$ cat src/rtl/fp16_arb_pkg.sv
`default_nettype none
// +----------------------------------------------------------------------------+
// | fp16_arb_pkg : shared types for the FP16 multiplier arbiter                |
// | Rev 1.0                                                                    |
// +----------------------------------------------------------------------------+
package fp16_arb_pkg;

  localparam int FP16_W   = 16;
  // Tag id is sized for up to 256 requesters; only the low bits are used.
  localparam int TAG_ID_W = 8;

  typedef logic [FP16_W-1:0] fp16_t;

  typedef struct packed {
    logic                valid;
    logic [TAG_ID_W-1:0] id;
  } tag_t;

endpackage
`default_nettype wire

$ cat src/rtl/rr_arbiter.sv
`default_nettype none
// +----------------------------------------------------------------------------+
// | rr_arbiter : combinational round-robin grant starting after last winner    |
// | Rev 1.0                                                                    |
// +----------------------------------------------------------------------------+
module rr_arbiter #(
  parameter int NUM_REQ = 4,
  parameter int IDX_W   = $clog2(NUM_REQ)
) (
  input  logic [NUM_REQ-1:0] req_valid,
  input  logic [IDX_W-1:0]   last,
  output logic [NUM_REQ-1:0] grant,
  output logic [IDX_W-1:0]   grant_idx,
  output logic               grant_any
);

  int unsigned      scan;
  logic [IDX_W-1:0] pos;

  always_comb begin
    grant     = '0;
    grant_idx = '0;
    grant_any = 1'b0;
    scan      = 0;
    pos       = '0;
    // Scan last+1 .. last+NUM_REQ modulo NUM_REQ; the first valid one wins.
    for (int k = 1; k <= NUM_REQ; k++) begin
      scan = (int'(last) + k) % NUM_REQ;
      pos  = IDX_W'(scan);
      if (!grant_any && req_valid[pos]) begin
        grant[pos] = 1'b1;
        grant_idx  = pos;
        grant_any  = 1'b1;
      end
    end
  end

endmodule
`default_nettype wire

$ cat src/rtl/fp16_mult_arbiter.sv
`default_nettype none
// +----------------------------------------------------------------------------+
// | fp16_mult_arbiter : round-robin sharing of one FP16 multiplier, with tag   |
// | pipeline routing products back. Optional busy_cnt via FP16_ARB_STATS_EN.   |
// | Rev 1.0                                                                    |
// +----------------------------------------------------------------------------+
module fp16_mult_arbiter
  import fp16_arb_pkg::*;
#(
  parameter int NUM_REQ      = 4,
  parameter int MULT_LATENCY = 1
) (
  input  logic                   clk,
  input  logic                   rst,
  input  logic [NUM_REQ-1:0]     req_valid,
  output logic [NUM_REQ-1:0]     req_ready,
  input  logic [16*NUM_REQ-1:0]  req_a,
  input  logic [16*NUM_REQ-1:0]  req_b,
  output logic [NUM_REQ-1:0]     rsp_valid,
  output logic [15:0]            rsp_x,
  output logic [15:0]            mult_a,
  output logic [15:0]            mult_b,
  input  logic [15:0]            mult_x
`ifdef FP16_ARB_STATS_EN
  , output logic [31:0]          busy_cnt
`endif
);

  localparam int IDX_W = $clog2(NUM_REQ);

  logic [NUM_REQ-1:0] grant;
  logic [IDX_W-1:0]   grant_idx;
  logic               grant_any;
  logic               xfer;
  logic [IDX_W-1:0]   last;
  fp16_t              sel_a;
  fp16_t              sel_b;
  tag_t               tags [MULT_LATENCY];

  rr_arbiter #(
    .NUM_REQ (NUM_REQ),
    .IDX_W   (IDX_W)
  ) u_rr_arbiter (
    .req_valid (req_valid),
    .last      (last),
    .grant     (grant),
    .grant_idx (grant_idx),
    .grant_any (grant_any)
  );

  assign req_ready = rst ? '0 : grant;
  assign xfer      = grant_any && !rst;

  always_comb begin
    sel_a = '0;
    sel_b = '0;
    for (int i = 0; i < NUM_REQ; i++) begin
      if (grant[i]) begin
        sel_a = req_a[i*FP16_W +: FP16_W];
        sel_b = req_b[i*FP16_W +: FP16_W];
      end
    end
  end

  always_ff @(posedge clk or posedge rst) begin
    if (rst) begin
      mult_a <= '0;
      mult_b <= '0;
      last   <= IDX_W'(NUM_REQ - 1);
      for (int s = 0; s < MULT_LATENCY; s++) begin
        tags[s] <= '0;
      end
    end else begin
      if (xfer) begin
        mult_a <= sel_a;
        mult_b <= sel_b;
        last   <= grant_idx;
      end
      // The tag pipeline never stalls: it mirrors the multiplier's fixed latency.
      tags[0] <= '{valid: xfer, id: TAG_ID_W'(grant_idx)};
      for (int s = 1; s < MULT_LATENCY; s++) begin
        tags[s] <= tags[s-1];
      end
    end
  end

  always_comb begin
    rsp_valid = '0;
    if (tags[MULT_LATENCY-1].valid) begin
      rsp_valid[tags[MULT_LATENCY-1].id[IDX_W-1:0]] = 1'b1;
    end
  end

  assign rsp_x = mult_x;

`ifdef FP16_ARB_STATS_EN
  always_ff @(posedge clk or posedge rst) begin
    if (rst) begin
      busy_cnt <= '0;
    end else if (xfer) begin
      busy_cnt <= busy_cnt + 32'd1;
    end
  end
`endif

endmodule
`default_nettype wire

$ cat config.mk
export PLATFORM = sky130hd
export DESIGN_NAME = fp16_mult_arbiter
export DESIGN_NICKNAME = d
export VERILOG_FILES = /design/src/rtl/fp16_arb_pkg.sv /design/src/rtl/rr_arbiter.sv /design/src/rtl/fp16_mult_arbiter.sv
export SDC_FILE = /design/constraint.sdc
export NUM_CORES = 1
export LEC_CHECK = 0
export BUFFER_PORTS_ARGS = -buffer_cell sky130_fd_sc_hd__buf_4
export CELL_PAD_IN_SITES_DETAIL_PLACEMENT = 0
export CELL_PAD_IN_SITES_GLOBAL_PLACEMENT = 1
export CORE_ASPECT_RATIO = 1.75
export CORE_MARGIN = 5
export CORE_UTILIZATION = 34
export CTS_CLUSTER_DIAMETER = 200
export DETAILED_ROUTE_END_ITERATION = 16
export GPL_TIMING_DRIVEN = 0
export PLACE_DENSITY_LB_ADDON = 0.08
export SLEW_MARGIN = 5
export SYNTH_ARGS = -nofsm -noshare
export SYNTH_HDL_FRONTEND = slang
export SYNTH_SLANG_ARGS = --single-unit
$ cat constraint.sdc
create_clock -name clk -period 9.6 [get_ports clk]
set_clock_uncertainty 0.2 [all_clocks]
set_input_delay 2.4 -clock clk [delete_from_list [all_inputs] [get_ports clk]]
set_output_delay 2.4 -clock clk [all_outputs]
set_load 0.01 [all_outputs]
==> reports/summary.txt, run 1 <==
total CTS buffers: 5
Synth Warn #: 0
Filler cells: 1,114
Vias: 4,584
Fin Setup TNS: 0 ns
die area: 0.0134 mm2
Root Driver: clkbuf_16
GRT overflow: 0
largest net degree at the start of global routing: 22
CTS tree: yes
Inserted Diodes: 0
sw power: 0.000993 W
Via density: 5.57
critical path data arrival time: 5.26 ns
synthesized cell area: 0.00377 mm2
maxcap violations: 0
Die Wd: 89.7 um
Synth area leader: dfrtp_1
io pins: 206
Area Growth Syn to Fin: 46.4%
measured slew at the worst slew-check pin: 0.719 ns
fin cells: 823
Final Slew Violations: 0
clock share of power: 8.6%
fraction of registers with async set/reset: 100%
sequential share of the synthesized area: 24.6%
P_int: 0.000937 W
RSZ-0062 raised after global routing: false
Initial Util: 34.2%
Avg Inst Size Synth: 7.66 um2
Clock transition at path regs: 0.06 ns
Overall Power: 0.00193 W
CP Cell Sequence: buf_4 > mux4_2 > buf_2 > nor4b_4 > nand2_1 > clkbuf_1 > clkbuf_1 > buf_1 > a21oi_1 > buf_4
clock sink count: 37
Final setup viols: 0
worst skew pair latency: 0.28 ns
DR DRC count: 0
Max Used Layer: met4
status: finished clean
Initial DRC Count: 208
delay-heaviest family, CP: buffers and inverters
Placer Congestion: 0.804
DR WL met2: 8.09 mm
First-pass DRT Iterations: 4
prevailing post-synth register cell: dfrtp_1
post_cts resized: 0
CTS H-Tree Depth: 2
mux cell area share after synthesis: 4.11%
combinational fraction of design power: 75.7%
top-count cell post-synth: clkbuf_1
slowest cell delay on critical path: 0.59 ns
Max Fclk: 127 MHz
largest family of logic cells by synthesized area: compound AO/OA/AOI/OAI gates
CP Launch Type: primary input
fin crit share: 81.9%
Post-Synth Adder-Cell Area: 2.65%
layout cells sized above 1: 33.9%
IO Port Bufs: 189
vias in the first global route: 4,716
Hold Crit Class: reg -> reg
post-layout min period: 7.86 ns
Mapped Cells: 493
hold buffers post-CTS: 0
PD cells: 349 mW/mm2
die extent in y: 149 um
share of the synthesized area in the top cell type: 23.2%
Final HPWL DP: 11.9 mm
FP Rows: 51
leakage: 2.43 nW
initial antenna violation count: 0
Nets: 848
EDFF count, synth: 0
worst vdd ir: 0.202 mV
antenna-violating nets left: 0
nature of the critical path endpoint: output port
Synth area leaders: dfrtp_1 (23%), a2111oi_0 (7.4%), nor3b_1 (6.6%), a211oi_1 (6.4%), a21boi_0 (6.4%)
GRT Util Overall: 22.4%
Setup Buffers After CTS: 0
Netlist cell types: 38
final wirelength: 15.4 mm
placed cells: 815
post-DR wirelength/cell: 18.7 um
final hold viol count: 0
critical path peak fanout: 10
Critical Path RT: 7.00 ns
first-pass GRT wire length: 23.5 mm
routed metal-1 wire length: 5.72 mm
Reg power frac: 15.7%
worst-case clock buffer depth: 2
core area: 0.0110 mm2
Sw Ratio: 51.5%
syn nets: 651
area fraction in compound gates after synthesis: 30.1%
slowest CP cell: nor4b_4
most frequent cells after synthesis: clkbuf_1 (41), inv_1 (38), nand2_1 (37)
detailed route wirelength on metal3: 1.17 mm
worst rel slew slack: 52.0%
XOR/XNOR Fraction of Synth Area: 0%
simple-gate share of the synthesized area: 25.9%
synthesized flop and latch total: 37
crit path kind: in -> out
Worst Path Buf+Inv: 6
## cells in the final DEF, fill, tap and decap left out, types with 2 or more instances in the layout
cell,netlist,routed
buf_4,16,205
clkbuf_1,41,42
nand2_1,37,37
inv_1,38,37
nor2_1,36,36
dfrtp_1,35,35
nor3b_1,33,33
a21boi_0,32,32
a2111oi_0,32,32
o211ai_1,32,32
nand3_1,32,32
nand4_1,32,32
a211oi_1,32,32
buf_2,8,8
a21oi_1,8,8
ha_1,8,8
buf_1,5,5
clkbuf_16,0,5
mux4_2,4,4
mux2_2,4,4
a22o_1,3,3
o31ai_1,2,2
nand2b_1,2,2
nand3b_1,2,2
and3b_1,2,2
o21ai_0,2,2
mux2i_1,2,2
clkinv_2,0,2
dfstp_2,2,2
## layout make-up
cell class	instances	area [um2]	area share, %
Tap cell	132	165	2.99
Multi-Input combinational cell	347	2370	42.8
Clock buffer	6	129	2.33
Inverter	39	146	2.65
Timing Repair Buffer	190	1450	26.2
Buffer	70	333	6.02
Clock inverter	2	10.0	0.181
Sequential cell	37	928	16.8
## tightest hold or removal path, delay by kind of cell, from the launching register on
kind               cells  cell delay, ns
DFF                    1            0.38
and+or+nand+nor        1            0.10
AOI/OAI and AO/OA      1            0.05
## power groups by stage
stage / Sequential [W] / Combinational, W / Clock (W)
after floorplan: 0.000329 / 0.000933 / 0
after global placement: 0.000303 / 0.00143 / 0
after detailed placement: 0.000306 / 0.00146 / 0
after CTS: 0.000303 / 0.00146 / 0.000172
after global routing: 0.000311 / 0.00161 / 0.000176
final: 0.000303 / 0.00146 / 0.000167
## sequential cells by signal, summed over array words and instances (netlist names)
register and flops:
last 2, mult_a 16, mult_b 16, tags 3
## per-layer routing
layer,vias to the layer above,global-route usage (%)
li1,2225,-
met1,2145,26.4
met2,192,39.6
met3,22,3.26
met4,0,8.64
met5,-,0
## final timing paths
| path | start | depth (start not counted) | endpoint | slack (ns) |
|---|---|---|---|---|
| min in group asynchronous | rst | 2 | mult_a[1]$_DFFE_PP0P_ | 1.99 |
| setup / recovery | req_valid[1] | 10 | req_ready[3] | 1.74 |
| setup reg to reg | last[0]$_DFFE_PP1P_ | 12 | mult_b[8]$_DFFE_PP0P_ | 5.05 |
| max in group asynchronous | rst | 3 | last[1]$_DFFE_PP1P_ | 6.64 |
| hold / removal | mult_a[11]$_DFFE_PP0P_ | 2 | mult_a[11]$_DFFE_PP0P_ | 0.37 |
| hold reg to reg | mult_a[11]$_DFFE_PP0P_ | 2 | mult_a[11]$_DFFE_PP0P_ | 0.37 |
## kinds of logic (layout without fill, tap and decap cells)
logic type,count (synthesis),in the layout
and+or+nand+nor,181,181
muxes,10,10
buffers and inverters,109,307
AOI/OAI and AO/OA,148,148
DFF,37,37
adders and majority gates,8,8
## through the flow
| step | worst slack (ns) | instance area [um2] | util, % | hold WS (ns) |
|---|---|---|---|---|
| floorplan | 2.58 | 3770 | - | 0.393 |
| global placement | 1.73 | 5360 | 48.5 | 0.354 |
| detailed placement | 1.70 | 5390 | 48.8 | 0.358 |
| CTS | 1.70 | 5530 | 50.1 | 0.367 |
| global route | 1.42 | 5530 | 50.1 | 0.389 |
| finish | 1.74 | 5530 | 50.1 | 0.367 |
Power figures use the tool's default switching activity.
==> run 2, diff against run 1 <==
--- a/config.mk
+++ b/config.mk
@@ -5,12 +5,13 @@
 export SDC_FILE = /design/constraint.sdc
 export NUM_CORES = 1
 export LEC_CHECK = 0
+export ABC_AREA = 1
 export BUFFER_PORTS_ARGS = -buffer_cell sky130_fd_sc_hd__buf_4
 export CELL_PAD_IN_SITES_DETAIL_PLACEMENT = 0
 export CELL_PAD_IN_SITES_GLOBAL_PLACEMENT = 1
 export CORE_ASPECT_RATIO = 1.75
 export CORE_MARGIN = 5
-export CORE_UTILIZATION = 34
+export CORE_UTILIZATION = 28
 export CTS_CLUSTER_DIAMETER = 200
 export DETAILED_ROUTE_END_ITERATION = 16
 export GPL_TIMING_DRIVEN = 0
==> constraint.sdc (replaced) <==
create_clock -name clk -period 7.5 [get_ports clk]
set_clock_uncertainty 0.2 [all_clocks]
set_input_delay 1.875 -clock clk [delete_from_list [all_inputs] [get_ports clk]]
set_output_delay 1.875 -clock clk [all_outputs]
set_load 0.01 [all_outputs]
==> run 2 against run 1 <==
Against the previous run:
- sequential power rose by 27%
- non-clock buffer count decreased by 24
- synthesized cell count fell by 4.5%
- sequential share of layout area rose by 2.0 points
- register-to-register slack got worse by 0.64 ns
- critical endpoint unchanged
- largest cell class is now non-clock buffers
==> reports/summary.txt, run 2 <==
most frequent cells after synthesis: a21oi_1 (129), nand2_1 (91), inv_1 (46)
Synth area leader: dfrtp_1
fin cells: 801 (-2.7%)
clock share of power: 7.8% (-0.8 points)
die area: 0.0137 mm2 (+2.2%)
CTS H-Tree Depth: 2 (unchanged)
layout cells sized above 1: 40.1% (+6.2 points)
vias in the first global route: 3,982 (-16%)
Initial DRC Count: 89 (-57%)
GRT overflow: 0 (unchanged)
critical path peak fanout: 10 (unchanged)
r2r worst-path depth: 12 (unchanged)
Filler cells: 1,266 (+14%)
setup ws final: 2.01 ns (+0.269 ns)
Setup Buffers After CTS: 0 (unchanged)
core area: 0.0112 mm2 (+1.2%)
hold buffers post-CTS: 0 (unchanged)
most frequent cells in the layout: buf_4 (215), a21oi_1 (129), nand2_1 (91)
post-DR wirelength/cell: 16.3 um (-13%)
synthesized cell area: 0.00318 mm2 (-16%)
prevailing post-synth register cell: dfrtp_1
Worst R2R Setup Slack: 4.41 ns (-0.64 ns)
Final HPWL DP: 10.5 mm (-12%)
commonest non-fill, non-tap cell in the layout: buf_4
routed metal-1 wire length: 4.71 mm (-18%)
IO Port Bufs: 189 (unchanged)
Max Fclk: 182 MHz
worst slack, placed: 1.96 ns (+0.261 ns)
worst skew pair latency: 0.28 ns (about the same)
sw power: 0.00142 W (+43%)
io pins: 206 (unchanged)
status: finished clean
first-pass GRT wire length: 20.2 mm (-14%)
clock sink count: 37 (unchanged)
synthesized flop and latch total: 37 (unchanged)
Initial Util: 28.5% (-5.7 points)
P_int: 0.00128 W (+37%)
total CTS buffers: 5 (unchanged)
Area Growth Syn to Fin: 54.8%
syn nets: 629 (-3.4%)
final hold viol count: 0 (unchanged)
largest net degree at the start of global routing: 36 (+64%)
critical path data arrival time: 3.42 ns (-1.84 ns)
sequential share of the synthesized area: 29.2% (+4.6 points)
Vias: 3,795 (-17%)
FP Rows: 51 (unchanged)
detailed route wirelength on metal3: 816 um (-30%)
Overall Power: 0.00270 W (+40%)
Sw Ratio: 52.6% (+1.1 points)
worst-case clock buffer depth: 2 (unchanged)
capturing point of the worst reg2reg path: mult_a[8]$_DFFE_PP0P_
initial antenna violation count: 0 (unchanged)
Max Used Layer: met4
nature of the critical path endpoint: output port
EDFF count, synth: 0 (unchanged)
Reg power frac: 14.3% (-1.4 points)
DR WL met2: 7.11 mm (-12%)
Clock transition at path regs: 0.06 ns (about the same)
post-layout min period: 5.49 ns
crit path to: req_ready[3]
Final Slew Violations: 0 (unchanged)
fin crit share: 73.2%
CP startpoint: req_valid[0]
Hold Crit Class: reg -> reg
Placer Congestion: 0.825 (+2.6%)
worst r2r src: last[1]$_DFFE_PP1P_
fraction of registers with async set/reset: 100% (unchanged)
Via density: 4.74 (-15%)
Synth area leaders: dfrtp_1 (28%), a21oi_1 (20%), nand2_1 (11%), nand3_1 (6.1%), buf_4 (6.1%)
die extent in y: 151 um (+1.1%)
Critical Path RT: 5.43 ns (-1.57 ns)
Largest regs: mult_a x16, mult_b x16, tags x3
First-pass DRT Iterations: 4 (unchanged)
share of the synthesized area in the top cell type: 27.5% (+4.3 points)
top-count cell post-synth: a21oi_1
leakage: 2.67 nW (+10%)
placed cells: 793 (-2.7%)
crit path kind: in -> out
Fin Setup TNS: 0 ns (unchanged)
post_cts resized: 0 (unchanged)
maxcap violations: 0 (unchanged)
Final setup viols: 0 (unchanged)
Mapped Cells: 471 (-4.5%)
measured slew at the worst slew-check pin: 0.537 ns (-0.182 ns)
final wirelength: 13.1 mm (-15%)
CTS tree: yes
GRT Util Overall: 18.4% (-4.0 points)
worst rel slew slack: 64.2% (+12 points)
PD cells: 549 mW/mm2 (+57%)
RSZ-0062 raised after global routing: false
DR DRC count: 0 (unchanged)
combinational fraction of design power: 77.9% (+2.2 points)
Nets: 826 (-2.6%)
Avg Inst Size Synth: 6.76 um2 (-12%)
Root Driver: clkbuf_16
Synth Warn #: 0 (unchanged)
CP Launch Type: primary input
Die Wd: 90.6 um (+1.1%)
Inserted Diodes: 0 (unchanged)
antenna-violating nets left: 0 (unchanged)
worst vdd ir: 0.302 mV (+50%)
Netlist cell types: 31 (-18%)
==> run 2: cell count changes after synthesis, moves of 28 or more <==
cell / change
a2111oi_0: -32
a211oi_1: -32
a21boi_0: -31
a21oi_1: +121
clkbuf_1: -38
nand2_1: +54
nand4_1: -28
nor3b_1: -33
o211ai_1: -32
==> run 2: layout make-up <==
type                            instances  area [um2]  share of cell area [%]
Multi-Input combinational cell        336        1720                    35.0
Inverter                               52         203                    4.11
Sequential cell                        37         928                    18.8
Buffer                                 46         328                    6.65
Clock buffer                            6         129                    2.62
Tap cell                              132         165                    3.35
Clock inverter                          2        10.0                   0.203
Timing Repair Buffer                  190        1440                    29.2
==> run 2: through the flow <==
| stage | hold WS [ns] | area (um2) | utilization [%] |
|---|---|---|---|
| 6_report | 0.325 | 4930 | 44.1 |
| 4_1_cts | 0.332 | 4930 | 44.1 |
| 3_3_place_gp | 0.310 | 4770 | 42.7 |
| 2_1_floorplan | 0.362 | 3180 | - |
| 5_1_grt | 0.347 | 4930 | 44.1 |
| 3_5_place_dp | 0.318 | 4790 | 42.9 |
==> run 2: critical path, cell delays in order <==
cell     delay, ns
buf_4         0.11
inv_1         0.06
nand2_1       0.08
nand3_2       0.11
nand2_4       0.11
nor3_1        0.29
nand2_1       0.11
nand3_2       0.10
buf_6         0.14
buf_4         0.19
nand2_1       0.06
inv_1         0.05
buf_4         0.11
==> run 2: cell families (layout without fill, tap and decap cells) <==
group / count (synthesis) / count (layout) / share of synthesized area [%]
DFF: 37 / 37 / 29.2
adders and majority gates: 8 / 8 / 3.14
and+or+nand+nor: 189 / 189 / 28.1
AOI/OAI and AO/OA: 139 / 139 / 22.9
buffers and inverters: 98 / 296 / 16.7
==> run 2: power groups by stage <==
stage,clock network (W),logic (W),registers [W]
after floorplan,0,0.00145,0.000421
after global placement,0,0.00212,0.000387
after detailed placement,0,0.00214,0.000389
after CTS,0.000219,0.00214,0.000387
after global routing,0.000225,0.00238,0.000399
final,0.000210,0.00211,0.000386
==> run 2: routing by layer <==
layer / GRT usage [%] / up-vias
met5: 0 / -
li1: - / 1927
met1: 19.3 / 1710
met4: 7.90 / 0
met2: 34.4 / 135
met3: 4.47 / 23
==> run 2: worst min-delay path by stage <==
stage	start	end	cells after the start	slack (ns)
floorplan	mult_a[15]$_DFFE_PP0P_	mult_a[15]$_DFFE_PP0P_	2	0.36
global placement	mult_a[4]$_DFFE_PP0P_	mult_a[4]$_DFFE_PP0P_	2	0.31
detailed placement	mult_a[6]$_DFFE_PP0P_	mult_a[6]$_DFFE_PP0P_	2	0.32
CTS	mult_a[6]$_DFFE_PP0P_	mult_a[6]$_DFFE_PP0P_	2	0.33
global route	mult_b[3]$_DFFE_PP0P_	mult_b[3]$_DFFE_PP0P_	2	0.35
finish	mult_a[3]$_DFFE_PP0P_	mult_a[3]$_DFFE_PP0P_	2	0.32
==> run 3, diff against run 2 <==
--- a/config.mk
+++ b/config.mk
@@ -11,7 +11,7 @@
 export CELL_PAD_IN_SITES_GLOBAL_PLACEMENT = 1
 export CORE_ASPECT_RATIO = 1.75
 export CORE_MARGIN = 5
-export CORE_UTILIZATION = 28
+export CORE_UTILIZATION = 25
 export CTS_CLUSTER_DIAMETER = 200
 export DETAILED_ROUTE_END_ITERATION = 16
 export GPL_TIMING_DRIVEN = 0
==> constraint.sdc (replaced) <==
create_clock -name clk -period 4.6 [get_ports clk]
set_clock_uncertainty 0.2 [all_clocks]
set_input_delay 1.15 -clock clk [delete_from_list [all_inputs] [get_ports clk]]
set_output_delay 1.15 -clock clk [all_outputs]
set_load 0.01 [all_outputs]
==> run 3 against run 2 <==
Against the previous run:
- non-clock buffer count is the same
- combinational power grew 65%
- cell count grew 4.5%
- via count grew 0.92%
- sequential share of layout area shrank 0.24 points
- largest power group unchanged
- sequential power grew 62%
- critical path depth grew 2
- worst setup slack lost 1.6 ns
- power grew 66%
==> reports/summary.txt, run 3 (same netlist as run 2, synthesis figures left out) <==
clock sink count: 37 (unchanged)
delay-heaviest family, CP: buffers and inverters
Largest regs: mult_a x16, mult_b x16, tags x3
capturing point of the worst reg2reg path: mult_a[9]$_DFFE_PP0P_
die area: 0.0152 mm2 (+11%)
critical path peak fanout: 10 (unchanged)
Via density: 4.58 (-3.4%)
Crit path depth: 15 (+2)
CTS H-Tree Depth: 2 (unchanged)
Final setup viols: 0 (unchanged)
post-layout min period: 4.23 ns
most frequent cells in the layout: buf_4 (215), a21oi_1 (129), nand2_1 (91)
Critical Path RT: 3.25 ns (-2.18 ns)
worst skew pair latency: 0.28 ns (about the same)
GRT Util Overall: 17.9% (-0.46 points)
CTS tree: yes
final hold viol count: 0 (unchanged)
Hold Crit Class: reg -> reg
largest net degree at the start of global routing: 25 (-31%)
IO Port Bufs: 189 (unchanged)
total CTS buffers: 5 (unchanged)
antenna-violating nets left: 0 (unchanged)
FP Rows: 54 (+5.9%)
RSZ-0062 raised after global routing: false
most used cell, CP: nand3_2
die extent in y: 159 um (+5.4%)
CP startpoint: last[1]$_DFFE_PP1P_
critical path data arrival time: 2.88 ns (-0.54 ns)
slowest CP cell: dfstp_2
First-pass DRT Iterations: 4 (unchanged)
Initial Util: 25.5% (-3.0 points)
maxcap violations: 0 (unchanged)
HP Start: mult_a[4]$_DFFE_PP0P_
fin crit share: 91.9%
WHS Path Cells: 2 (unchanged)
worst rel slew slack: 63.3% (-0.91 points)
final wirelength: 13.7 mm (+4.6%)
hold slack: 0.322 ns (-0.00265 ns)
CP Launch Type: register
r2r worst-path depth: 12 (unchanged)
nature of the critical path endpoint: output port
layout cells sized above 1: 40.2% (+0.15 points)
post-DR wirelength/cell: 16.4 um (+0.12%)
hold endpoint: mult_a[4]$_DFFE_PP0P_
crit path kind: reg -> out
measured slew at the worst slew-check pin: 0.551 ns (+0.0136 ns)
Final HPWL DP: 11.0 mm (+4.9%)
status: finished clean
Overall Power: 0.00448 W (+66%)
Vias: 3,830 (+0.92%)
Initial DRC Count: 107 (+20%)
slowest cell delay on critical path: 0.63 ns (+0.34 ns)
Max Fclk: 237 MHz
Die Wd: 95.3 um (+5.2%)
commonest non-fill, non-tap cell in the layout: buf_4
core area: 0.0125 mm2 (+12%)
Placer Congestion: 0.830 (+0.59%)
worst r2r src: last[1]$_DFFE_PP1P_
Worst Path Buf+Inv: 7 (+1)
GRT overflow: 0 (unchanged)
PD cells: 898 mW/mm2 (+64%)
Final Slew Violations: 0 (unchanged)
leakage: 2.68 nW (+0.35%)
post_cts resized: 0 (unchanged)
Setup Buffers After CTS: 0 (unchanged)
DR DRC count: 0 (unchanged)
worst vdd ir: 0.321 mV (+6.2%)
Worst R2R Setup Slack: 1.54 ns (-2.87 ns)
Nets: 826 (unchanged)
worst-case clock buffer depth: 2 (unchanged)
first-pass GRT wire length: 21.3 mm (+5.0%)
vias in the first global route: 3,997 (+0.38%)
Area Growth Syn to Fin: 56.8%
initial antenna violation count: 0 (unchanged)
Fin Setup TNS: 0 ns (unchanged)
Clock transition at path regs: 0.06 ns (about the same)
io pins: 206 (unchanged)
hold buffers post-CTS: 0 (unchanged)
Inserted Diodes: 0 (unchanged)
Root Driver: clkbuf_16
CP Cell Sequence: inv_1 > ha_1 > inv_2 > nand3_2 > nand2_4 > nor2_8 > nand3_2 > inv_2 > nand2_1 > nand3_2 > buf_6 > buf_4 > nand2_1 > inv_1 > buf_4
==> run 3: cell types whose count changed in the layout (fill, tap and decap cells not counted) <==
cell	before	now
clkbuf_1	4	3
clkbuf_8	0	2
clkinv_2	2	1
==> run 3: layout make-up <==
class / instances / area [um2]
fillers: 1389 / 7510
multi-input cells: 336 / 1720
well taps: 168 / 210
inverters: 52 / 203
flip-flops and latches: 37 / 928
plain buffers: 46 / 328
clock buffers: 7 / 153
repair buffers: 190 / 1440
clock inverters: 1 / 5.00
==> run 3: layer usage <==
layer | vias up | share of wire [%] | track usage (%)
li1 | 1926 | - | -
met1 | 1759 | 35 | 18.9
met2 | 127 | 56 | 34.3
met3 | 18 | 6.4 | 3.36
met4 | 0 | 2.6 | 5.85
met5 | - | 0 | 0
==> run 3: how the worst max path moves through the flow <==
stage	to
final	req_ready[3]
after global routing	req_ready[3]
after CTS	req_ready[3]
after detailed placement	req_ready[3]
after global placement	mult_a[11]$_DFFE_PP0P_
after floorplan	req_ready[3]
==> run 3: through the flow <==
step	worst slack (ns)	instances	util [%]	cell area, um2
floorplan	0.927	471	-	3180
global placement	0.106	828	38.5	4810
detailed placement	0.515	829	38.7	4830
CTS	0.328	837	39.9	4990
global route	0.141	837	39.9	4990
finish	0.374	837	39.9	4990
==> run 3: power breakdown <==
group          leakage [nW]  internal [W]  switching, W  total (W)
Sequential            0.428      0.000519      0.000108   0.000627
Clock                0.0799      0.000230      0.000143   0.000373
Combinational          2.17       0.00137       0.00211    0.00348
==> run 3: worst reg2reg max path, stage by stage (launching register included) <==
cell	delay [ns]
dfstp_2	0.63
inv_1	0.20
ha_1	0.41
inv_2	0.09
nand3_2	0.10
nand2_4	0.16
nor2_8	0.06
nand3_1	0.07
nand2_1	0.17
inv_2	0.25
buf_1	0.43
nor2_1	0.08
a21oi_1	0.14
